==> config.mk <==
export PLATFORM = sky130hd
export DESIGN_NAME = chan_err_sched
export DESIGN_NICKNAME = d
export VERILOG_FILES = /design/src/rtl/chan_pkg.sv /design/src/rtl/inj_window.sv /design/src/rtl/chan_err_sched.sv
export SDC_FILE = /design/constraint.sdc
export NUM_CORES = 1
export LEC_CHECK = 0
export ABC_AREA = 0
export CORE_UTILIZATION = 56
export CTS_CLUSTER_SIZE = 20
export DETAILED_ROUTE_END_ITERATION = 10
export PLACE_DENSITY_LB_ADDON = 0.12
export SYNTH_ARGS = -nofsm -noshare
export SYNTH_HDL_FRONTEND = slang
export SYNTH_SLANG_ARGS = --single-unit
==> constraint.sdc <==
create_clock -name clk -period 6.7 [get_ports clk]
set_input_delay 0.67 -clock clk [delete_from_list [all_inputs] [get_ports clk]]
set_output_delay 0.67 -clock clk [all_outputs]
set_load 0.02 [all_outputs]
==> src/rtl/chan_pkg.sv <==
// chan_pkg: shared state encoding and default sizing for the channel error scheduler
package chan_pkg;
  localparam int PW_D = 3;
  localparam int FW_D = 8;
  localparam int FLUSH_D = 16;
  typedef enum logic [1:0] {IDLE, RUN, FLUSH, DONE} state_t;
endpackage

==> src/rtl/inj_window.sv <==
// inj_window: phase counter, offset match and burst window that flags symbols to corrupt
module inj_window import chan_pkg::*; #(
  parameter int PW = PW_D
) (
  input  logic          clk,
  input  logic          rst,
  input  logic          clear,
  input  logic          adv,
  input  logic [PW-1:0] offset,
  input  logic [1:0]    burst,
  output logic          corrupt
);
  logic [PW-1:0] phase;
  logic [1:0]    left;
  logic          hit;
  assign hit = phase == offset;
  assign corrupt = hit ? burst != 2'd0 : left != 2'd0;
  // an offset match reloads the window rather than extending it
  always_ff @(posedge clk or negedge rst) begin
    if (!rst) begin
      phase <= '0;
      left  <= '0;
    end else if (clear) begin
      phase <= '0;
      left  <= '0;
    end else if (adv) begin
      phase <= phase + 1'b1;
      left  <= corrupt ? (hit ? burst : left) - 2'd1 : 2'd0;
    end
  end
endmodule

==> src/rtl/chan_err_sched.sv <==
// chan_err_sched: frames encoder symbols through a burst-error channel and drains the decoder
module chan_err_sched import chan_pkg::*; #(
  parameter int PW = PW_D,
  parameter int FW = FW_D,
  parameter int FLUSH = FLUSH_D
) (
  input  logic          clk,
  input  logic          rst,
  input  logic          start_i,
  input  logic [FW-1:0] frame_len_i,
  input  logic [PW-1:0] offset_i,
  input  logic [1:0]    burst_i,
  input  logic [1:0]    mask_i,
  input  logic          sym_valid_i,
  input  logic [1:0]    sym_i,
  output logic          enc_enable_o,
  output logic          sym_valid_o,
  output logic [1:0]    sym_o,
  output logic [1:0]    err_inj_o,
  output logic          busy_o,
  output logic          done_o,
  output logic [FW+1:0] bad_bit_ct_o,
  output logic [FW-1:0] word_ct_o
);
  localparam int CW = $clog2(FLUSH + 1);
  state_t        state, state_nx;
  logic [FW-1:0] len_q;
  logic [PW-1:0] off_q;
  logic [1:0]    burst_q, mask_q, inj;
  logic [CW-1:0] fl_ct;
  logic          go, acc, last, corrupt;
  logic [FW+2:0] bad_sum;
  assign go = state == IDLE && start_i;
  assign acc = state == RUN && sym_valid_i;
  assign inj = acc && corrupt ? mask_q : 2'b00;
  // length 0 selects 2**FW: the FW-bit increment wraps to 0 and matches
  assign last = acc && word_ct_o + 1'b1 == len_q;
  assign bad_sum = {1'b0, bad_bit_ct_o} + {{(FW + 1){1'b0}}, inj[1] & inj[0], inj[1] ^ inj[0]};
  assign enc_enable_o = state == RUN;
  assign busy_o = state != IDLE;
  assign done_o = state == DONE;
  inj_window #(.PW(PW)) u_win (
    .clk(clk),
    .rst(rst),
    .clear(go),
    .adv(acc),
    .offset(off_q),
    .burst(burst_q),
    .corrupt(corrupt)
  );
  always_comb begin
    state_nx = state;
    state_nx = state == IDLE ? (start_i ? RUN : IDLE)
             : state == RUN ? (last ? chan_pkg::FLUSH : RUN)
             : state == chan_pkg::FLUSH ? (fl_ct == CW'(FLUSH - 1) ? DONE : chan_pkg::FLUSH)
             : IDLE;
  end
  always_ff @(posedge clk or negedge rst) begin
    if (!rst) begin
      state        <= IDLE;
      len_q        <= '0;
      off_q        <= '0;
      burst_q      <= '0;
      mask_q       <= '0;
      fl_ct        <= '0;
      word_ct_o    <= '0;
      bad_bit_ct_o <= '0;
      sym_valid_o  <= 1'b0;
      sym_o        <= '0;
      err_inj_o    <= '0;
    end else begin
      state       <= state_nx;
      fl_ct       <= state == chan_pkg::FLUSH ? fl_ct + 1'b1 : '0;
      sym_valid_o <= acc;
      sym_o       <= sym_i ^ inj;
      err_inj_o   <= inj;
      if (go) begin
        len_q        <= frame_len_i;
        off_q        <= offset_i;
        burst_q      <= burst_i;
        mask_q       <= mask_i;
        word_ct_o    <= '0;
        bad_bit_ct_o <= '0;
      end else if (acc) begin
        word_ct_o    <= word_ct_o + 1'b1;
        bad_bit_ct_o <= bad_sum[FW+2] ? '1 : bad_sum[FW+1:0];
      end
    end
  end
endmodule

==> out/metrics.cfg, run 1 <==
[timing]
finalHoldViolations=0
max_slew.worst_pin.slew_ps=1089
setup_violations=0
slew_headroom_pct=27.42
fmax_mhz=243.5
clock_skew_ps=6.641
fin_ws_ps=2593
period_share_pct=61.29
finalCriticalPeriod_ps=4107
rsz0062_at_grt=false
finalMaxSlewViolations=0
tns_ps=0

[floorplanning]
initial_core_util_pct=59.71
fp.dieW_um=68.25
dieArea_mm2=0.004657
die_h_um=68.25
core-area_mm2=0.004115
ioPinCount=47
rows=23

[layout]
regArea_mm2=0.001251
nFillCells=283
area_growth_pct=24.95
multi_input_comb_area_mm2=0.001132
fin_cells=353
antenna_cells=0
final_nets=331
drive_gt1_share_pct=3.960

[cts]
path_clk_slew_ps=90
cts.sinks=50
htreeDepth=2
clockBufferDepth=2
worst_skew_pair.late_latency_ps=300
ctsResizeCount=0
cts_tree=built
root_buffer=clkbuf_8
numCtsBuffers=5
cts_setup_buffers=0
ctsHoldBuffers=0

[synthesis]
synthFlopType=dfrtp_1
synth-compound-area-share_pct=10.59
synth_xor_area_share_pct=6.772
synth_fa_ha_area_share_pct=4.379
synth-edff-count=0
syn_area_mm2=0.002457
synth_top_cells_by_area=dfrtp_1, nand2_1, xnor2_1
synth_top_family_by_area=simple AND/OR/NAND/NOR gates
synth.area.mux_share_pct=2.444
synth_simple_gate_area_share_pct=21.89
async_flop_share_pct=100.0
netlist_instances=259
synthDistinctLibCells=38
yosys_warnings=0
synth-seq-cells=50
synth_top_area_share_pct=50.92
yosysSeqAreaShare_pct=50.92
synth_top_area_cell=dfrtp_1
synthesis.nets=288
synth.avg_cell_area_um2=9.488

[drt]
drc=0
antenna_left=0
first_iter_violations=187
wl_per_cell_um=15.07
wl_mm=5.319
route.vias.total=1975
dr.pass1.iters=4
viasPerCell=5.595

[status]
status=complete, no violations

[grt]
gr-total-overflow=0
grt_max_degree=51
gr-usage-met3_pct=4.667
grt_pass1_wl_mm=8.493
use_met1_pct=35.45
grt_use_total_pct=24.96
busiest_layer=met2
met2_usage_pct=38.60
grt_pass1_vias=1812
grt_antenna_before_repair=0

[power_and_ir_drop]
p_per_area_mw_per_mm2=361.6
max-vdd-ir-drop_v=0.0002185
leakagePower_nw=1.395

[setup_path]
critPathArrivalTime_ps=4300
crit_chain=clkdlybuf4s50_1 > nand3b_2 > inv_1 > and3_1 > ha_1 > ha_1 > inv_1 > fa_1 > or4_4 > nand3_1 > nor2_1 > a311oi_1
timing.rr.start=state[1]
path_delay_family=simple AND/OR/NAND/NOR gates
start_kind=input pin
cp_max_fo=20
reg2reg_slack_ps=2850
cp.required_ps=6890
end_kind=flop
critPathMaxStageDelay_ps=630
setup.worst_path.start=sym_valid_i
worst-setup-path-type=in -> reg
critPathSlowestCell=or4_4
crit_buf_inv=3

[placement]
place.gp.congestion=0.8462
dp.cells=345
port_buffers=46
dp_hpwl_mm=3.587
dpl_worst_slack_ps=2349

[flow_run]
drv_cap=0

[min_path]
hp-start=mask_q[1]
hold_class=reg -> reg

## flip-flops by register name, summed over array words and instances (netlist names)
name          count
word_ct_o         8
bad_bit_ct_o     10
sym_o             2
mask_q            2
sym_valid_o       1
fl_ct             5
off_q             3
u_win.phase       3
state             2
err_inj_o         2
burst_q           2
u_win.left        2
len_q             8
## path summary, 6_finish.rpt
| kind | to | depth (start not counted) |
|---|---|---|
| setup reg to reg | bad_bit_ct_o[5] | 11 |
| setup / recovery | bad_bit_ct_o[5] | 12 |
| hold reg to reg | mask_q[1] | 2 |
| hold / removal | mask_q[1] | 2 |
| min in group asynchronous | fl_ct[4] | 1 |
| max in group asynchronous | len_q[2] | 1 |
## synth_stat cells, drive strengths merged, types with 2 or more instances
cell type	n
a21oi	6
a22o	2
a31oi	6
and2	2
and3	7
buf	3
clkbuf	7
dfrtp	50
ha	7
inv	7
mux2i	6
nand2	57
nand2b	3
nand3	13
nand3b	2
nor2	23
nor2b	3
nor3	4
o21ai	14
o31ai	5
xnor2	12
xor2	7
## worst reg2reg max path, cell delays in order (launching register included)
cell,delay [ps]
dfrtp_1,440
nand3b_2,460
inv_1,600
and3_1,320
ha_1,150
ha_1,160
inv_1,60
fa_1,430
or4_4,630
nand3_1,120
nor2_1,80
a311oi_1,290
## cells in the final DEF (no fill, tap or decap), types with 2 or more instances in the layout
cell type        count
and3_1               7
ha_1                 7
mux2i_1              6
bufinv_16            2
o31ai_1              5
o21ai_0             14
nand3_1             13
nor2_1              23
dfrtp_1             50
clkbuf_8             6
a31oi_1              6
nand2b_1             3
inv_1                7
clkdlybuf4s50_1     45
a22o_1               2
xor2_1               7
xnor2_1             12
and2_1               2
nor3_1               4
nand2_1             57
nor2b_1              3
a21oi_1              5
## logic make-up (layout without fill, tap and decap cells)
family / count (synthesis) / count (layout)
flip-flops: 50 / 50
multiplexers: 6 / 6
AND/OR/NAND/NOR: 119 / 119
XOR/XNOR: 19 / 19
AO/OA/AOI/OAI: 40 / 40
adder cells (fa/ha/maj): 8 / 8
buffers and inverters: 17 / 61
## routing by layer
| layer | share of wire (%) | vias up | wire length [um] |
|---|---|---|---|
| met1 | 48 | 938 | 2576 |
| met2 | 45 | 62 | 2417 |
| met4 | 1.4 | 0 | 72 |
| li1 | - | 966 | - |
| met3 | 4.8 | 9 | 253 |
| met5 | 0 | - | 0 |
## final cells by class
| type | count | area share [%] |
|---|---|---|
| multi-input cells | 192 | 36.88 |
| clock inverters | 2 | 1.956 |
| flip-flops and latches | 50 | 40.75 |
| well taps | 50 | 2.037 |
| repair buffers | 46 | 14.83 |
| inverters | 7 | 0.8557 |
| clock buffers | 6 | 2.689 |
## through the flow
step	hold slack (ps)	instance area (um2)	power, mW	util (%)
6_report	486.7	3070	1.110	74.61
5_1_grt	522.1	3070	1.186	74.61
2_1_floorplan	374.4	2457	0.7111	-
3_5_place_dp	468.2	2928	0.8526	71.15
3_3_place_gp	445.1	2928	0.8369	71.15
4_1_cts	490.9	3070	1.118	74.61
## report_power, final
group	total (mW)	switching (mW)	internal [mW]
logic	0.392	0.210	0.181
registers	0.460	0.0777	0.383
clock network	0.258	0.0990	0.159
total	1.11	0.387	0.723
No activity file was read; power rests on OpenSTA's default activity.
==> inputs of run 2 (changes only) <==
--- a/config.mk
+++ b/config.mk
@@ -6,7 +6,7 @@
 export NUM_CORES = 1
 export LEC_CHECK = 0
 export ABC_AREA = 0
-export CORE_UTILIZATION = 56
+export CORE_UTILIZATION = 52
 export CTS_CLUSTER_SIZE = 20
 export DETAILED_ROUTE_END_ITERATION = 10
 export PLACE_DENSITY_LB_ADDON = 0.12
==> constraint.sdc (replaced) <==
create_clock -name clk -period 3.8 [get_ports clk]
set_input_delay 0.38 -clock clk [delete_from_list [all_inputs] [get_ports clk]]
set_output_delay 0.38 -clock clk [all_outputs]
set_load 0.02 [all_outputs]
==> run 2 against run 1 <==
Compared with the run above: the run now ends with DRC left; clock power rose by 13%; sequential share of layout area up 0.50 points; cell area down 1.2%; power grew 60%; worst hold slack got worse by 210 ps; final cell count is 1.1% higher; first-iteration DRC count decreased by 42%; register-to-register slack got worse by 2300 ps; flip-flop and latch count unchanged; highest routed layer unchanged; largest cell class unchanged; count of clock-buffer cells in the layout did not move.
==> out/metrics.cfg, run 2 (synthesis gave the netlist of run 1 again) <==
[setup_path]
cp_max_fo=9  ; -55%
start_kind=flop
critPathMaxStageDelay_ps=630  ; about the same
crit_buf_inv=1  ; -2
cp.required_ps=4010  ; -2880 ps
critPathArrivalTime_ps=3440  ; -860 ps
path_delay_family=simple AND/OR/NAND/NOR gates
end_kind=flop
crit_top_cell=ha_1
critPathSlowestCell=or4_4
crit_chain=xnor2_1 > nand3_1 > mux2i_1 > and3_1 > ha_1 > ha_1 > inv_1 > fa_1 > or4_4 > a21oi_2 > nor2_1 > a311oi_1
worst-setup-path-type=reg -> reg

[timing]
setup_violations=0  ; unchanged
finalMaxSlewViolations=0  ; unchanged
fin_ws_ps=571.1  ; -2022 ps
rsz0062_at_grt=false
fmax_mhz=309.7
max_slew.worst_pin.slew_ps=1074  ; -14.45 ps
period_share_pct=84.97
finalCriticalPeriod_ps=3229
finalHoldViolations=0  ; unchanged
clock_skew_ps=3.375  ; -3.266 ps
slew_headroom_pct=28.38  ; +0.96 points
hold_ws_ps=277.1  ; -209.6 ps
tns_ps=0  ; unchanged

[floorplanning]
rows=24  ; +4.3%
fp.dieW_um=70.75  ; +3.7%
ioPinCount=47  ; unchanged
die_h_um=70.75  ; +3.7%
core-area_mm2=0.004444  ; +8.0%
initial_core_util_pct=55.29  ; -4.4 points
dieArea_mm2=0.005005  ; +7.5%

[layout]
regMostFlops=bad_bit_ct_o
antenna_cells=0  ; unchanged
area_growth_pct=23.42
drive_gt1_share_pct=4.262  ; +0.30 points
largest_reg_flops=10  ; unchanged
final_common_cell=nand2_1
final_nets=334  ; +0.91%
reg.largest.list=bad_bit_ct_o (10), len_q (8), word_ct_o (8)
multi_input_comb_area_mm2=0.001132  ; unchanged
nFillCells=372  ; +31%
final_cell_mix=nand2_1, dfrtp_1, clkdlybuf4s50_1, nor2_1, o21ai_0
fin_cells=357  ; +1.1%
regArea_mm2=0.001251  ; unchanged
postLayoutCoreUtil_pct=68.24  ; -6.4 points

[cts]
cts_tree=built
cts_setup_buffers=0  ; unchanged
root_buffer=clkbuf_8
worst_skew_pair.late_latency_ps=300  ; about the same
htreeDepth=2  ; unchanged
path_clk_slew_ps=80  ; about the same
clockBufferDepth=2  ; unchanged
ctsResizeCount=0  ; unchanged
numCtsBuffers=5  ; unchanged
cts.sinks=50  ; unchanged
ctsHoldBuffers=0  ; unchanged

[placement]
dpl_worst_slack_ps=511.4  ; -1838 ps
place.gp.congestion=0.8126  ; -4.0%
dp_hpwl_mm=3.473  ; -3.2%
dp.cells=350  ; +1.4%
port_buffers=46  ; unchanged

[drt]
drc=6  ; +6
viasPerCell=5.451  ; -2.6%
wl_mm=5.010  ; -5.8%
antenna_left=0  ; unchanged
first_iter_violations=109  ; -42%
dr.pass1.iters=7  ; +3
route.vias.total=1946  ; -1.5%
wl_per_cell_um=14.03  ; -6.9%

[grt]
grt_max_degree=51  ; unchanged
gr-total-overflow=0  ; unchanged
grt_antenna_before_repair=0  ; unchanged
grt_pass1_wl_mm=8.549  ; +0.66%
grt_use_total_pct=21.71  ; -3.3 points
grt_pass1_vias=1890  ; +4.3%

[status]
status=complete, but fails checks
violations=DRC

[min_path]
hold_class=in -> async

[power_and_ir_drop]
max-vdd-ir-drop_v=0.0003371  ; +54%
p_per_area_mw_per_mm2=586.2  ; +62%
leakagePower_nw=1.376  ; -1.4%

[flow_run]
drv_cap=0  ; unchanged

run 2: cell types whose count changed in the layout (fill, tap and decap cells not counted):
| cell | change |
|---|---|
| clkbuf_1 | +1 |
| buf_4 | +3 |
| bufinv_16 | -2 |
| clkbuf_8 | -1 |
| clkinvlp_4 | +1 |
run 2: cell type report:
class / count / share of cell area [%]
clock inverter: 1 / 0.2475
clock buffer: 6 / 2.393
multi-input combinational: 192 / 37.34
tap: 52 / 2.145
timing repair buffer: 49 / 15.76
sequential: 50 / 41.25
inverter: 7 / 0.8663
run 2: per-stage QoR:
stage / total power, mW / cell area [um2]
3_3_place_gp: 1.481 / 2953
3_5_place_dp: 1.500 / 2953
5_1_grt: 1.902 / 3033
4_1_cts: 1.790 / 3033
2_1_floorplan: 1.254 / 2457
6_report: 1.778 / 3033
run 2: report_power, final:
group / internal, mW / total [mW] / switching (mW)
combinational: 0.325 / 0.678 / 0.353
clock: 0.126 / 0.291 / 0.164
sequential: 0.675 / 0.809 / 0.134
run 2: worst paths after layout:
check,from,end,slack (ps),depth (start not counted)
setup / recovery,u_win.phase[0],bad_bit_ct_o[5],570,12
hold / removal,rst,len_q[0],280,1
setup reg to reg,u_win.phase[0],bad_bit_ct_o[5],570,12
hold reg to reg,fl_ct[0],fl_ct[0],470,1
max in group asynchronous,rst,bad_bit_ct_o[0],2870,1
min in group clk,fl_ct[0],fl_ct[0],470,1
run 2: routing by layer:
layer	share of wire, %	track usage [%]	wire length, um
met5	0	0	0
met3	3.5	4.274	173
met4	1.1	6.222	53
met2	49	36.75	2473
met1	46	28.58	2309
==> inputs of run 3 (changes only) <==
==> constraint.sdc (replaced) <==
create_clock -name clk -period 3.1 [get_ports clk]
set_input_delay 0.31 -clock clk [delete_from_list [all_inputs] [get_ports clk]]
set_output_delay 0.31 -clock clk [all_outputs]
set_load 0.02 [all_outputs]
==> run 3 against run 2 <==
Compared with the run above: the flow still finishes with violations (DRC); global-route usage is 0.27 points higher; fmax is 5.4% higher; routed wire length is 8.9% higher; critical path type unchanged; largest cell class unchanged; largest power group unchanged.
==> out/metrics.cfg, run 3 (synthesis gave the netlist of run 1 again) <==
[timing]
finalMaxSlewViolations=0  ; unchanged
period_share_pct=98.86  ; +14 points
hold_ws_ps=196.7  ; -80.36 ps
tns_ps=0  ; unchanged
finalCriticalPeriod_ps=3065  ; -164.1 ps
slew_headroom_pct=28.03  ; -0.35 points
max_slew.worst_pin.slew_ps=1079  ; +5.202 ps
setup_violations=0  ; unchanged
finalHoldViolations=0  ; unchanged
clock_skew_ps=8.899  ; +5.524 ps
fmax_mhz=326.3  ; +5.4%

[setup_path]
setup.worst_path.start=u_win.phase[1]
reg2regPathDepth=12  ; unchanged
start_kind=flop
cp.required_ps=3300  ; -710 ps
reg2reg_slack_ps=40  ; -540 ps
cp_max_fo=7  ; -2
end_kind=flop
worst-setup-path-type=reg -> reg
critPathArrivalTime_ps=3260  ; -180 ps
timing.rr.start=u_win.phase[1]
timing.rr.end=bad_bit_ct_o[5]
crit_path_end=bad_bit_ct_o[5]

[cts]
cts_tree=built
path_clk_slew_ps=90  ; about the same
numCtsBuffers=5  ; unchanged
htreeDepth=2  ; unchanged
root_buffer=clkbuf_8
cts.sinks=50  ; unchanged
clockBufferDepth=2  ; unchanged
worst_skew_pair.late_latency_ps=300  ; about the same

[flow_run]
drv_cap=0  ; unchanged

[layout]
final_cell_mix=nand2_1, dfrtp_1, clkdlybuf4s50_1, nor2_1, o21ai_0
drive_gt1_share_pct=9.236  ; +5.0 points
largest_reg_flops=10  ; unchanged
area_growth_pct=28.26
antenna_cells=0  ; unchanged
regMostFlops=bad_bit_ct_o
nFillCells=351  ; -5.6%
stdcell_area_mm2=0.003152  ; +3.9%
final_nets=343  ; +2.7%
final_common_cell=nand2_1
reg.largest.list=bad_bit_ct_o (10), len_q (8), word_ct_o (8)

[drt]
drc=6  ; unchanged
wl_per_cell_um=14.90  ; +6.2%
antenna_left=0  ; unchanged
wl_mm=5.454  ; +8.9%
first_iter_violations=175  ; +61%
viasPerCell=5.475  ; +0.45%
route.vias.total=2004  ; +3.0%
dr.pass1.iters=7  ; unchanged

[placement]
place.gp.congestion=0.8625  ; +6.1%
port_buffers=46  ; unchanged
placed_cell_area_mm2=0.002998  ; +1.5%
dp_hpwl_mm=3.627  ; +4.4%

[status]
violations=DRC
status=complete, but fails checks

[floorplanning]
dieArea_mm2=0.005005  ; unchanged
fp.dieW_um=70.75  ; unchanged
core-area_mm2=0.004444  ; unchanged
initial_core_util_pct=55.29  ; unchanged
die_h_um=70.75  ; unchanged
rows=24  ; unchanged
ioPinCount=47  ; unchanged

[power_and_ir_drop]
leakagePower_nw=1.412  ; +2.6%
p_per_area_mw_per_mm2=742.1  ; +27%
max-vdd-ir-drop_v=0.0005153  ; +53%

[grt]
grt_antenna_before_repair=0  ; unchanged
gr-total-overflow=0  ; unchanged
grt_use_total_pct=21.99  ; +0.27 points
grt_pass1_wl_mm=8.590  ; +0.48%
grt_max_degree=51  ; unchanged
grt_pass1_vias=1978  ; +4.7%

[min_path]
hold_class=in -> async

[run 3: power breakdown]
group	switching, mW	total, mW	internal (mW)
Clock	0.201	0.357	0.156
Sequential	0.167	0.994	0.827
Combinational	0.496	0.988	0.492
Total	0.863	2.34	1.48
[run 3: critical path: stages, from the launching register on]
cell	delay (ps)
dfrtp_1	420
xnor2_1	190
nand3_2	140
mux2i_4	220
and3_4	180
ha_4	270
ha_4	120
inv_2	40
fa_2	390
or4_4	480
a21oi_2	170
nor2_1	50
a311oi_1	290
[run 3: worst min-delay path by stage]
stage               startpoint  depth (start not counted)               to  slack, ps
global route               rst                          1         len_q[4]        300
global placement     mask_q[0]                          2        mask_q[0]        450
floorplan                  rst                          0  bad_bit_ct_o[0]         10
finish                     rst                          1     word_ct_o[2]        200
detailed placement   mask_q[0]                          2        mask_q[0]        460
CTS                        rst                          1         len_q[4]        240
[run 3: layout make-up]
| cell class | count | area [um2] | area share [%] |
|---|---|---|---|
| flip-flops and latches | 50 | 1251 | 39.70 |
| repair buffers | 58 | 545.5 | 17.31 |
| well taps | 52 | 65.06 | 2.064 |
| clock buffers | 7 | 76.32 | 2.422 |
| inverters | 7 | 26.28 | 0.8337 |
| multi-input cells | 192 | 1187 | 37.67 |
[run 3: timing repair]
item | 4_1_cts | 5_1_grt
resized for setup | 1 | 9
pin swaps | 2 | 9
buffers inserted | 1 | 2
cloned | 0 | 0
hold buffers | 0 | 0
setup endpoints to repair | 1 | 5
[run 3: through the flow]
stage	utilization (%)	setup slack [ps]	power, mW	std cells
floorplan	-	50.61	1.537	259
global placement	67.46	52.56	1.833	356
detailed placement	67.46	-104.4	1.871	356
CTS	69.45	14.06	2.248	364
global route	70.92	-63.62	2.480	366
finish	70.92	35.21	2.339	366
[run 3: per-layer routing]
metal	wire length, um	GRT usage, %
met2	2815	39.42
met4	53	6.889
met5	0	0
met3	315	4.843
met1	2270	26.38
